`config.mk`:
```
export PLATFORM = sky130hd
export DESIGN_NAME = hazard_ctrl
export DESIGN_NICKNAME = d
export VERILOG_FILES = /design/src/rtl/hazard_pkg.sv /design/src/rtl/hazard_ctrl_fwd_sel.sv /design/src/rtl/hazard_ctrl.sv
export SDC_FILE = /design/constraint.sdc
export NUM_CORES = 1
export LEC_CHECK = 0
export CAP_MARGIN = 20
export CORE_UTILIZATION = 48
export CTS_CLUSTER_DIAMETER = 120
export DETAILED_ROUTE_END_ITERATION = 16
export PLACE_DENSITY = 0.92
export REMOVE_ABC_BUFFERS = 1
export SETUP_SLACK_MARGIN = 0.5
export SYNTH_ARGS = -nofsm -noshare
export SYNTH_HDL_FRONTEND = slang
export SYNTH_HIERARCHICAL = 1
export SYNTH_SLANG_ARGS = --single-unit
```
`constraint.sdc`:
```
create_clock -name clk -period 2.7 [get_ports clk]
set_input_delay 0.54 -clock clk [delete_from_list [all_inputs] [get_ports clk]]
set_output_delay 0.54 -clock clk [all_outputs]
set_load 0.02 [all_outputs]
```
`src/rtl/hazard_pkg.sv`:
```
// Shared definitions for the pipeline hazard controller: register width,
// counter width and the EX-stage operand select encodings.
package hazard_pkg;

  localparam int REG_W = 5;
  localparam int CNT_W = 16;

  typedef enum logic [1:0] {
    FWD_REG = 2'b00,
    FWD_WB  = 2'b01,
    FWD_MEM = 2'b10
  } fwd_e;

endpackage

```
`src/rtl/hazard_ctrl_fwd_sel.sv`:
```
// Operand source comparator: picks the youngest in-flight producer of one
// source register, or the register file when nothing in flight writes it.
module fwd_sel #(
  parameter int REG_W = 5
) (
  input  logic [REG_W-1:0] src,
  input  logic             ex_regwrite,
  input  logic             ex_valid,
  input  logic [REG_W-1:0] ex_writereg,
  input  logic             mem_regwrite,
  input  logic             mem_valid,
  input  logic [REG_W-1:0] mem_writereg,
  output logic [1:0]       sel
);
  import hazard_pkg::*;

  logic ex_hit;
  logic mem_hit;

  // $0 is hardwired to zero, so a write to it is never a real producer
  assign ex_hit  = ex_regwrite && ex_valid && (ex_writereg != '0) && (ex_writereg == src);
  assign mem_hit = mem_regwrite && mem_valid && (mem_writereg != '0) && (mem_writereg == src);

  always_comb begin
    sel = FWD_REG;
    if (ex_hit) begin
      sel = FWD_MEM;
    end else if (mem_hit) begin
      sel = FWD_WB;
    end
  end

endmodule

```
`src/rtl/hazard_ctrl.sv`:
```
// Hazard and sequencing controller for the 5-stage pipeline: load-use stall,
// branch/jump flushes, forwarding and bypass selects, stage valids, counters.
module hazard_ctrl #(
  parameter int CNT_W = 16,
  parameter int REG_W = 5
) (
  input  logic             clk,
  input  logic             rst,
  input  logic [REG_W-1:0] id_rs,
  input  logic [REG_W-1:0] id_rt,
  input  logic             id_uses_rt,
  input  logic             id_jump,
  input  logic             ex_memread,
  input  logic             ex_regwrite,
  input  logic [REG_W-1:0] ex_writereg,
  input  logic             mem_regwrite,
  input  logic [REG_W-1:0] mem_writereg,
  input  logic             mem_pcsrc,
  input  logic             wb_regwrite,
  input  logic [REG_W-1:0] wb_writereg,
  output logic             pc_write,
  output logic             jump_take,
  output logic             ifid_write,
  output logic             ifid_flush,
  output logic             idex_flush,
  output logic             exmem_flush,
  output logic [1:0]       fwd_a,
  output logic [1:0]       fwd_b,
  output logic             byp_a,
  output logic             byp_b,
  output logic [CNT_W-1:0] stall_cnt,
  output logic [CNT_W-1:0] flush_cnt,
  output logic [CNT_W-1:0] retire_cnt
);
  import hazard_pkg::*;

  logic       valid_id;
  logic       valid_ex;
  logic       valid_mem;
  logic       valid_wb;
  logic       load_use;
  logic       stall;
  logic [1:0] sel_a;
  logic [1:0] sel_b;

  assign load_use = ex_memread && valid_ex && (ex_writereg != '0) &&
                    ((ex_writereg == id_rs) || (id_uses_rt && (ex_writereg == id_rt)));

  // Branch beats load-use beats jump; reset forces the idle, free-running state
  always_comb begin
    stall       = 1'b0;
    pc_write    = 1'b1;
    ifid_write  = 1'b1;
    ifid_flush  = 1'b0;
    idex_flush  = 1'b0;
    exmem_flush = 1'b0;
    jump_take   = 1'b0;
    if (!rst) begin
      if (mem_pcsrc) begin
        ifid_flush  = 1'b1;
        idex_flush  = 1'b1;
        exmem_flush = 1'b1;
      end else if (load_use) begin
        stall      = 1'b1;
        pc_write   = 1'b0;
        ifid_write = 1'b0;
        idex_flush = 1'b1;
      end else if (id_jump) begin
        jump_take  = 1'b1;
        ifid_flush = 1'b1;
      end
    end
  end

  fwd_sel #(.REG_W(REG_W)) u_fwd_rs (
    .src          (id_rs),
    .ex_regwrite  (ex_regwrite),
    .ex_valid     (valid_ex),
    .ex_writereg  (ex_writereg),
    .mem_regwrite (mem_regwrite),
    .mem_valid    (valid_mem),
    .mem_writereg (mem_writereg),
    .sel          (sel_a)
  );

  fwd_sel #(.REG_W(REG_W)) u_fwd_rt (
    .src          (id_rt),
    .ex_regwrite  (ex_regwrite),
    .ex_valid     (valid_ex),
    .ex_writereg  (ex_writereg),
    .mem_regwrite (mem_regwrite),
    .mem_valid    (valid_mem),
    .mem_writereg (mem_writereg),
    .sel          (sel_b)
  );

  // The regfile write lands at the edge, so an ID read of the WB register is stale
  assign byp_a = wb_regwrite && (wb_writereg != '0) && (wb_writereg == id_rs);
  assign byp_b = wb_regwrite && (wb_writereg != '0) && (wb_writereg == id_rt);

  always_ff @(posedge clk) begin
    if (rst) begin
      fwd_a      <= FWD_REG;
      fwd_b      <= FWD_REG;
      valid_id   <= 1'b0;
      valid_ex   <= 1'b0;
      valid_mem  <= 1'b0;
      valid_wb   <= 1'b0;
      stall_cnt  <= '0;
      flush_cnt  <= '0;
      retire_cnt <= '0;
    end else begin
      // A bubble entering EX carries no operands worth forwarding
      fwd_a <= idex_flush ? FWD_REG : sel_a;
      fwd_b <= idex_flush ? FWD_REG : sel_b;
      if (!stall) begin
        valid_id <= !ifid_flush;
      end
      valid_ex  <= valid_id && !idex_flush;
      valid_mem <= valid_ex && !exmem_flush;
      valid_wb  <= valid_mem;
      if (stall) begin
        stall_cnt <= stall_cnt + CNT_W'(1);
      end
      if (mem_pcsrc || jump_take) begin
        flush_cnt <= flush_cnt + CNT_W'(1);
      end
      if (valid_wb) begin
        retire_cnt <= retire_cnt + CNT_W'(1);
      end
    end
  end

endmodule

```
==> Word level (Yosys, flattened, before mapping) <==
Cells that the tools add are included.
W data, S select, Z words.
{ "word_totals": {"regBits": 56, "out_inout_bits": 60, "wordCells": 68} }
{ "classes": {"add_sub_neg": 3, "n_eq_ne": 6, "n_mux": 20, "reduce_logical": 28} }
{ "ops": {"columns": ["cell", "n"], "rows": [
  ["$add A16 B1 Y16 const B", 3],
  ["$eq A5 B5 Y1", 6],
  ["$mux W1", 18],
  ["$logic_and A1 B1 Y1", 17],
  ["$reduce_bool A5 Y1", 3],
  ["$reduce_or A3 Y1", 2],
  ["$mux W2", 2],
  ["$logic_not A1 Y1", 3],
  ["$logic_or A1 B1 Y1", 2],
  ["$reduce_or A2 Y1", 1]
]} }

==> Depth between registers and ports, before layout <==
{ "depth": {"depth_word": 9, "mapped_depth": 7} }

==> Hierarchy <==
The synthesis kept the hierarchy.
{ "modules_own_cells": {"columns": ["mod", "instances", "cells_per_inst", "area_each_um2", "seq_area_each_um2"], "rows": [
  ["hazard_ctrl", 1, 319, 2850.2, 1121.1],
  ["fwd_sel", 2, 20, 165.2, 0.0]
]} }

==> Worst setup path before layout <==
Ideal clock, no wire load.
{ "synth_timing": {"kind": "in2out", "start": "input ex_writereg[1]", "end": "output jump_take", "arrival_ps": 2009, "slack_ps": 151, "stages": 5, "path_cell_list": "or4_4 o211ai_4 nor2_1 nor3_1 and2_1"} }
{ "synth_via": {"elab_chain_cells": 7, "word_cells_on_any_way": 10, "cone_classes": "eq/ne (2); mux (3); reduce/logical (5)"} }
{ "synth_rtl": {"columns": ["element", "line", "text"], "rows": [
  ["from (decl)", "hazard_ctrl.sv:15", "input logic [REG_W-1:0] ex_writereg,"],
  ["$eq A5 B5 Y1", "hazard_ctrl.sv:47", "((ex_writereg == id_rs) || (id_uses_rt && (ex_writereg == id_rt)));"],
  ["$logic_and A1 B1 Y1", "hazard_ctrl.sv:47", null],
  ["$logic_or A1 B1 Y1", "hazard_ctrl.sv:47", null],
  ["$logic_and A1 B1 Y1 (*)", "hazard_ctrl.sv:46", "assign load_use = ex_memread && valid_ex && (ex_writereg != '0) &&"],
  ["$mux W1 (*)", "hazard_ctrl.sv:63", "end else if (load_use) begin"],
  ["$mux W1 (*)", "hazard_ctrl.sv:59", "if (mem_pcsrc) begin"],
  ["$mux W1 (*)", "hazard_ctrl.sv:58", "if (!rst) begin"],
  ["to (decl)", "hazard_ctrl.sv:22", "output logic jump_take,"]
]} }
Mark *: on every way between the ends. The rest lies on a longest branch, timed or not.

==> Final worst setup path <==
{ "layout_timing": {"start": "input ex_writereg[3]", "end": "output pc_write"} }
{ "layout_via": {"elab_chain_cells": 7, "word_cells_on_any_way": 10, "cone_classes": "eq/ne (2); mux (3); reduce/logical (5)"} }
{ "layout_rtl": {"columns": ["element", "line", "text"], "rows": [
  ["$eq A5 B5 Y1", "hazard_ctrl.sv:47", null],
  ["$logic_and A1 B1 Y1", "hazard_ctrl.sv:47", null],
  ["$logic_or A1 B1 Y1", "hazard_ctrl.sv:47", null],
  ["$logic_and A1 B1 Y1 (*)", "hazard_ctrl.sv:46", null],
  ["$mux W1 (*)", "hazard_ctrl.sv:63", null],
  ["$mux W1 (*)", "hazard_ctrl.sv:59", null],
  ["$mux W1 (*)", "hazard_ctrl.sv:58", null],
  ["to (decl)", "hazard_ctrl.sv:21", "output logic pc_write,"]
]} }
Marked as above.

==> impl_metrics.yaml <==
outcome:
  status: "finished clean"
sta:
  slew_viol_final: 0
  fin_crit_sh_pct: 96.01
  min_period_ps: 2592
  clock_skew_ps: 10.66
  setup_tns_ps: 0
  grt_setup_unrepaired: "yes"
  tightest_slew_ps: 521.6
  setup_violations: 0
  max_freq_mhz: 385.8
  hold_viol: 0
  fin_hold_ws_ps: 475.8
  relSlewSlack_pct: 65.15
grt:
  antenna_found_initial: 0
  grt_pass1_wl_mm: 15.91
  grt_pass1_vias: 3283
  grt_usage_pct: 28.53
  grt_max_degree: 48
  grt_overflow_total: 0
detailed_routing:
  wirelength_mm: 11.32
  via_count: 3463
  drc: 0
  drtIter0Drc: 197
  drtAntennaViolNets: 0
  wire_per_inst_um: 19.15
  drt-pass1-iter-count: 5
  vias_per_cell: 5.860
logic_synthesis:
  synth_edf_count: 0
  ys_ff_latch: 56
  synth_top_area_cell: "dfxtp_1"
  synth_top_flop_cell: "dfxtp_1"
  netlist.area_leader.share_pct: 35.25
  synth_area_per_cell_um2: 8.859
  synth.yosys.seq_area_share_pct: 35.25
  ys_warn_count: 6
  syn-cell-area_um2: 3181
  synth.distinct_cells: 48
  syn_inst: 359
  ys_top_cells_by_area: "dfxtp_1 (35%), xnor2_1 (12%), nor2_1 (5.0%)"
  async_flop_share_pct: 0
clock_tree:
  cts_root_buf: "clkbuf_8"
  clock_sinks: 56
  numCtsBuffers: 5
  htreeDepth: 2
  ctsHoldBuffers: 0
  clkTransAtPathRegs_ps: 100
  clk_path_buf_depth: 2
  worstSkewPairLatency_ps: 320
  cts_tree: "yes"
placement:
  io_buffers: 93
  placed_area_um2: 4481
  numPlacedInstances: 563
  dp_hpwl_mm: 6.707
  place.gp.congestion: 0.8976
floorplan:
  core_area_um2: 6386
  rows: 29
  fp.dieH_um: 83.40
  dieWidth_um: 83.40
  die_area_um2: 6956
  num_io_pins: 94
  initial_core_util_pct: 49.80
power_and_ir_drop:
  p_int_uw: 1387
  p_leak_uw: 0.001894
  cellPowerDensity_nw_per_um2: 369.4
  combinationalPowerShare_pct: 19.7
  clock_power_share_pct: 35.3
  swShare_pct: 25.94
  p_switching_uw: 485.6
  seq_power_share_pct: 45.0
  ir_drop_uv: 317.4
critical_path:
  cp_data_required_time_ps: 2160
  slowest_delay_ps: 300
  path_cells: "buf_6 -> buf_6 -> xnor2_2 -> nand4_1 -> o22a_2 -> nor2_4 -> buf_6 -> buf_6 -> nand3_4 -> buf_6"
  cpMaxStageDelayCell: "o22a_2"
  startpoint_type: "primary input"
  path_class: "in -> out"
  crit_fanout: 3
  cp_common_cell: "buf_6"
  worstRegToRegCells: 7
  end_kind: "output pin"
  cp.arrival_ps: 2050
finish:
  seqCellArea_um2: 1121
  nNetsFinal: 550
  final_area_um2: 5069
  multiInputGateArea_um2: 2237
  final_cell_count_no_fill: 591
  fill_cells: 396
  n_antenna_cell: 0
  mostFrequentLayoutCells: "clkdlybuf4s50_1 (62), dfxtp_1 (56), buf_4 (46)"
  synthToLayoutAreaGrowth_pct: 59.36
  drive_above_1_share_pct: 31.13
  final_util_pct: 79.37
  layout_commonest_cell: "clkdlybuf4s50_1"
job:
  max-cap-violations: 0
min_path:
  min_path_type: "reg -> reg"
  hold_depth: 1
==> power by group through the flow <==
| stage | Combinational [µW] | Sequential [µW] | Clock, µW |
|---|---|---|---|
| 2_1_floorplan | 104 | 864 | 0 |
| 6_report | 369 | 842 | 661 |
| 4_1_cts | 319 | 842 | 665 |
| 5_1_grt | 385 | 844 | 698 |
| 3_5_place_dp | 284 | 860 | 0 |
| 3_3_place_gp | 278 | 860 | 0 |
==> final timing paths <==
path,from,endpoint,slack [ps]
worst max-delay path,ex_writereg[3],pc_write,110
worst min-delay path,valid_id,valid_ex,480
worst min register to register,valid_id,valid_ex,480
worst max register to register,stall_cnt[5],stall_cnt[14],500
==> flip-flops by register name, summed over array words and instances (netlist names) <==
name        count
flush_cnt      16
retire_cnt     16
stall_cnt      16
fwd_a           2
fwd_b           2
valid_ex        1
valid_id        1
valid_mem       1
valid_wb        1
==> worst max-delay path, delay by kind of cell <==
kind | cells | cell delay, ps
buf+inv | 5 | 600
compound gates | 1 | 300
xor+xnor | 1 | 130
simple gates | 3 | 480
==> area by class of cell <==
| type | count | area share [%] |
|---|---|---|
| multi-input cells | 278 | 44.14 |
| repair buffers | 157 | 28.02 |
| flip-flops and latches | 56 | 22.12 |
| well taps | 77 | 1.901 |
| clock buffers | 5 | 1.358 |
| clock inverters | 3 | 1.358 |
| inverters | 15 | 1.111 |
==> synthesized netlist by cell type, types with 3 or more instances <==
master and instances:
a21o_1 3, a21oi_1 12, a21oi_4 3, and2_1 9, and3_1 8, and4_1 5
buf_4 4, clkbuf_1 6, clkinv_1 4, dfxtp_1 56, ha_1 3, inv_1 11
mux2_2 7, nand2_1 21, nand3_1 24, nand4_1 13, nor2_1 42, nor2b_1 8
nor3_1 3, nor4_1 8, o21a_1 3, o21ai_0 9, or3_1 3, xnor2_1 43
xor2_1 18
==> kinds of logic (layout without fill, tap and decap cells) <==
logic type / Yosys count / in the layout / synth area share, %
flip-flops: 56 / 56 / 35.25
adder cells (fa/ha/maj): 3 / 3 / 1.180
buffers and inverters: 25 / 180 / 3.422
XOR/XNOR: 61 / 61 / 16.80
multiplexers: 9 / 9 / 3.108
AND/OR/NAND/NOR: 154 / 154 / 25.73
AO/OA/AOI/OAI: 51 / 51 / 14.52
==> stage by stage <==
stage               power [µW]  worst slack (ps)
floorplan                968.3             150.9
global placement          1138            -653.6
detailed placement        1144            -670.0
CTS                       1825             176.7
global route              1926             7.888
finish                    1872             107.7
==> per-layer routing <==
metal	vias to the layer above	track usage [%]	wire [µm]
met4	0	10.97	471
met5	-	1.515	0
met2	194	50.89	5452
met3	49	5.169	711
met1	1639	33.67	4685
li1	1581	-	-
==> what timing repair did <==
| item | in CTS | in global routing |
|---|---|---|
| gates resized for setup | 130 | 49 |
| pin swaps | 29 | 38 |
| setup endpoints to repair | 35 | 26 |
| buffers inserted | 15 | 5 |
(Power assumes the default switching activity.)
